--- src/rtl/serial_pattern_tx.sv ---
// serial_pattern_tx: shifts a captured pattern out MSB-first, repeating with
// optional idle gaps, and pulses done at the end of an uninterrupted frame.
module serial_pattern_tx #(
    parameter int unsigned WIDTH      = 8,
    parameter int unsigned GAP_CYCLES = 1
) (
    input  logic             clk,
    input  logic             nReset,
    input  logic             start,
    input  logic [WIDTH-1:0] pattern,
    input  logic [3:0]       len,
    input  logic [3:0]       repeat_cnt,
    input  logic             abort,
    output logic             ready,
    output logic             out,
    output logic             out_valid,
    output logic             done
);

    localparam int unsigned IW = (WIDTH > 1) ? $clog2(WIDTH) : 1;
    localparam int unsigned GW = (GAP_CYCLES > 1) ? $clog2(GAP_CYCLES) : 1;

    typedef enum logic [1:0] {IDLE, SHIFT, GAP, DONE} state_t;

    state_t           r_state;
    logic [WIDTH-1:0] r_pat;
    logic [IW-1:0]    r_top;
    logic [IW-1:0]    r_idx;
    logic [3:0]       r_rep;
    logic [GW-1:0]    r_gap;

    logic [IW-1:0]    w_top;
    logic [IW-1:0]    w_idx_dec;

    // Index of the first bit to send; out-of-range lengths mean the full width
    assign w_top     = (len == 4'd0 || 32'(len) > WIDTH) ? IW'(WIDTH - 1)
                                                          : IW'(len - 4'd1);
    assign w_idx_dec = r_idx - IW'(1);

    // Frame FSM; outputs are registered and reflect the state being entered
    always_ff @(posedge clk or negedge nReset) begin
        if (!nReset) begin
            r_state   <= IDLE;
            r_pat     <= '0;
            r_top     <= '0;
            r_idx     <= '0;
            r_rep     <= '0;
            r_gap     <= '0;
            out       <= 1'b0;
            out_valid <= 1'b0;
            done      <= 1'b0;
            ready     <= 1'b1;
        end else begin
            out       <= 1'b0;
            out_valid <= 1'b0;
            done      <= 1'b0;
            ready     <= 1'b0;
            case (r_state)
                IDLE: begin
                    if (start && !abort) begin
                        r_pat     <= pattern;
                        r_top     <= w_top;
                        r_idx     <= w_top;
                        r_rep     <= repeat_cnt;
                        out       <= pattern[w_top];
                        out_valid <= 1'b1;
                        r_state   <= SHIFT;
                    end else begin
                        ready <= 1'b1;
                    end
                end
                SHIFT: begin
                    if (abort) begin
                        r_state <= IDLE;
                        ready   <= 1'b1;
                    end else if (r_idx != '0) begin
                        r_idx     <= w_idx_dec;
                        out       <= r_pat[w_idx_dec];
                        out_valid <= 1'b1;
                    end else if (r_rep != 4'd0) begin
                        r_rep <= r_rep - 4'd1;
                        if (GAP_CYCLES > 0) begin
                            r_gap   <= GW'(GAP_CYCLES - 1);
                            r_state <= GAP;
                        end else begin
                            r_idx     <= r_top;
                            out       <= r_pat[r_top];
                            out_valid <= 1'b1;
                        end
                    end else begin
                        done    <= 1'b1;
                        r_state <= DONE;
                    end
                end
                GAP: begin
                    if (abort) begin
                        r_state <= IDLE;
                        ready   <= 1'b1;
                    end else if (r_gap == '0) begin
                        r_idx     <= r_top;
                        out       <= r_pat[r_top];
                        out_valid <= 1'b1;
                        r_state   <= SHIFT;
                    end else begin
                        r_gap <= r_gap - GW'(1);
                    end
                end
                DONE: begin
                    r_state <= IDLE;
                    ready   <= 1'b1;
                end
                default: begin
                    r_state <= IDLE;
                    ready   <= 1'b1;
                end
            endcase
        end
    end

endmodule

--- config.mk ---
export PLATFORM = sky130hd
export DESIGN_NAME = serial_pattern_tx
export DESIGN_NICKNAME = d
export VERILOG_FILES = /design/src/rtl/serial_pattern_tx.sv
export SDC_FILE = /design/constraint.sdc
export NUM_CORES = 1
export LEC_CHECK = 0
export ABC_AREA = 1
export BUFFER_PORTS_ARGS = -buffer_cell sky130_fd_sc_hd__buf_4
export CELL_PAD_IN_SITES_DETAIL_PLACEMENT = 1
export CELL_PAD_IN_SITES_GLOBAL_PLACEMENT = 1
export CORE_MARGIN = 2
export CORE_UTILIZATION = 40
export DETAILED_ROUTE_END_ITERATION = 10
export PLACE_DENSITY_LB_ADDON = 0.1
export REMOVE_ABC_BUFFERS = 1
export SLEW_MARGIN = 20
export SYNTH_ARGS = -nofsm -noshare
export SYNTH_HDL_FRONTEND = slang
export SYNTH_SLANG_ARGS = --single-unit
--- constraint.sdc ---
create_clock -name clk -period 1.9 [get_ports clk]
set_clock_uncertainty 0.15 [all_clocks]
set_input_delay 0.38 -clock clk [delete_from_list [all_inputs] [get_ports clk]]
set_output_delay 0.38 -clock clk [all_outputs]
set_load 0.02 [all_outputs]
==> metrics.md <==
| Metric | Value |
|---|---|
| Max-cap violation count | 0 |
| TritonCTS Buffers | 3 |
| Wire length on met2 | 2060 µm |
| CP endpoint kind | register |
| Worst skew pair latency | 0.28 ns |
| Die area | 0.00441 mm² |
| Crit-path max cell delay | 0.43 ns |
| First-pass GRT wire length | 7090 µm |
| Uppermost routed layer | met4 |
| DRC viols | 0 |
| Slew margin rel. | 77.8% |
| Antenna Cells | 0 |
| Syn Area/Cell | 7.15 µm² |
| DR vias | 1,464 |
| Syn-to-layout area delta | 21.1% |
| Core Area | 0.00372 mm² |
| Top Ports | 24 |
| Fin. max-slew vios | 0 |
| Drt wl/cell | 13.7 µm |
| CTS Sinks | 24 |
| Pre-antenna DRT Iters | 4 |
| CP Cell Sequence | inv_1 -> ha_1 -> ha_1 -> nor2_4 -> inv_2 -> a21oi_4 -> o311ai_1 -> o21ai_1 |
| Hold Fails Final Rpt | 0 |
| Die height | 66.4 µm |
| CP startpoint kind | register |
| Critical path arrival | 1.83 ns |
| Longest Clk Path Bufs | 2 |
| DP HPWL | 3210 µm |
| Required time worst endpoint | 1.96 ns |
| Final Setup Violations | 0 |
| Largest net degree at the start of global routing | 25 |
| Number of synthesized register bits | 24 |
| Initial antenna violation count | 0 |
| Die extent in x | 66.4 µm |
| Cell taking the most area after synthesis | dfrtp_1 |
| Ranking of synthesized cells by area | dfrtp_1 (37%), nand2_1 (15%), inv_1 (8.4%) |
| Measured slew at the worst slew-check pin | 0.332 ns |
| PwrDens | 1600 mW/mm² |
| Gr ovfl total | 0 |
| EDFF count, synth | 0 |
| Avg Vias per Cell | 4.96 |
| DRT iter0 DRCs | 46 |
| Synthesized cell area | 0.00156 mm² |
| Hold Path Class | primary input to register |
| Vias in the first global route | 1,535 |
| Port Buf Inserts | 23 |
| Met1 WL | 1800 µm |
| Reg clk slew, reported paths | 0.09 ns |
| Met3 WL | 112 µm |
| Tmin final | 1.77 ns |
| Fin nets | 276 |
| Main synth FF type | dfrtp_1 |
| Share of the synthesized area in the top cell type | 36.9% |
| Highest clock rate | 565 MHz |
| Root Buffer | clkbuf_8 |
| Register area share after synthesis | 38.6% |
| Routability cong. | 0.788 |
| H-tree levels | 1 |
| Async S/R FF share, synth | 100% |
| Share of cells above drive strength 1 | 19.4% |
| Largest fanout on the critical path | 6 |
| Final ANT Viol Nets | 0 |
| TritonCTS clock tree | built |
| CP max stage cell | dfrtp_2 |
| RSZ-0062 raised after global routing | no |
| Gate Count Post-Synth | 218 |
| Final wirelength | 4030 µm |
| Most Frequent Cell on Critical Path | ha_1 |
| WS Path Type | register to register |
| Max rail drop VDD | 0.556 mV |
| Leak | 0.993 nW |
| Status | finished clean |
| Initial Util | 41.9% |
| Period utilization | 93.2% |
| Warnings, synthesis | 0 |
| TNS Setup | 0 ns |
| Synth cell types | 28 |
| Row count | 22 |
| Fin util | 50.8% |
| Total GRT Usage | 21.0% |
==> synth_stat cells (2+ instances only) <==
library cell   n
a21oi_1        7
a21oi_2        2
dfrtp_1       23
ha_1           8
inv_1         35
inv_2          5
nand2_1       62
nand2_2        2
nand3_1       18
nand3b_1       2
nor2_1        18
nor2_4         2
o211ai_1       2
o21ai_0       16
o21ai_1        3
==> cells by family (layout without fill, tap and decap cells) <==
| family | Yosys count | count (layout) | synth area share (%) |
|---|---|---|---|
| and+or+nand+nor | 106 | 106 | 29.3 |
| buffers and inverters | 42 | 71 | 10.2 |
| AOI/OAI and AO/OA | 38 | 38 | 15.4 |
| DFF | 24 | 24 | 38.6 |
| adders and majority gates | 8 | 8 | 6.43 |
==> through the flow <==
step	instance area [µm²]	worst slack (ns)	cells	total power, mW	hold slack [ns]
after floorplan	1550	0.197	216	2.09	-0.0656
after global placement	1800	0.109	290	2.53	0.154
after detailed placement	1800	0.0831	290	2.58	0.159
after CTS	1890	0.0544	295	3.06	0.166
after global routing	1890	0.00661	295	3.34	0.193
final	1890	0.130	295	3.02	0.167
==> state kept, by name (all words and copies together), names as in the netlist <==
signal     cells
r_pat          8
r_rep          4
r_idx          3
r_top          3
r_state        2
done           1
out            1
out_valid      1
ready          1
==> metal layers <==
layer	vias to the layer above	GRT usage, %
met4	0	6.89
met3	5	1.53
li1	746	-
met2	26	38.5
met5	-	0
met1	687	25.8
==> worst max-delay path, delay by kind of cell (launching register included) <==
| family | cells | cell delay (ns) |
|---|---|---|
| AOI/OAI and AO/OA | 3 | 0.41 |
| DFF | 1 | 0.43 |
| adders and majority gates | 2 | 0.44 |
| and+or+nand+nor | 1 | 0.14 |
| buffers and inverters | 2 | 0.15 |
==> placed cells by master (no fill, tap or decap) <==
cell type,synthesis,layout
o211ai_2,1,1
dlygate4sd3_1,0,1
buf_4,0,26
o221ai_1,1,1
inv_1,35,35
dfstp_2,1,1
ha_1,8,8
bufinv_16,0,1
nand2_4,1,1
o21ai_2,1,1
dfrtp_1,23,22
a21oi_4,1,1
a21oi_2,2,2
nor2_4,2,2
a31o_2,1,1
o21a_1,1,1
inv_2,5,5
nand2_2,2,2
nor3_1,1,1
nand2_1,62,62
nand3_1,18,18
o311ai_1,1,1
nand3b_1,2,2
a21oi_1,7,7
nor2_1,18,18
o21ai_1,3,3
dfrtp_2,0,1
clkbuf_8,0,3
o21ai_0,16,16
o22ai_1,1,1
o211ai_1,2,2
==> final cells by class <==
| type | count | area [µm²] |
|---|---|---|
| clock inverters | 1 | 30.0 |
| multi-input cells | 152 | 797 |
| repair buffers | 27 | 205 |
| well taps | 48 | 60.1 |
| clock buffers | 3 | 41.3 |
| inverters | 40 | 150 |
| fillers | 506 | 1830 |
| flip-flops and latches | 24 | 603 |
==> power by group <==
group | internal [mW] | total, mW | switching [mW]
clock network | 0.282 | 0.463 | 0.181
registers | 0.760 | 0.896 | 0.136
logic | 0.631 | 1.66 | 1.03
total | 1.67 | 3.02 | 1.35
==> path summary, 6_finish.rpt <==
kind                            start       end  slack [ns]  cells past startpoint
hold / removal             pattern[5]  r_pat[5]        0.17                      3
setup reg to reg             r_idx[0]  r_idx[2]        0.13                      8
max in group asynchronous      nReset     ready        0.92                      2
min in group asynchronous      nReset  r_rep[3]        0.38                      2
hold reg to reg              r_idx[1]  r_idx[1]        0.41                      2
setup / recovery             r_idx[0]  r_idx[2]        0.13                      8
==> repair_timing <==
| item | 4_1_cts | 5_1_grt |
|---|---|---|
| endpoints found under the hold margin | 23 | 0 |
| hold buffers | 1 | 0 |
| gates resized for setup | 0 | 1 |
| buffers inserted | 0 | 0 |
| endpoints found under the setup margin | 0 | 3 |
No activity file was read; power rests on OpenSTA's default activity.
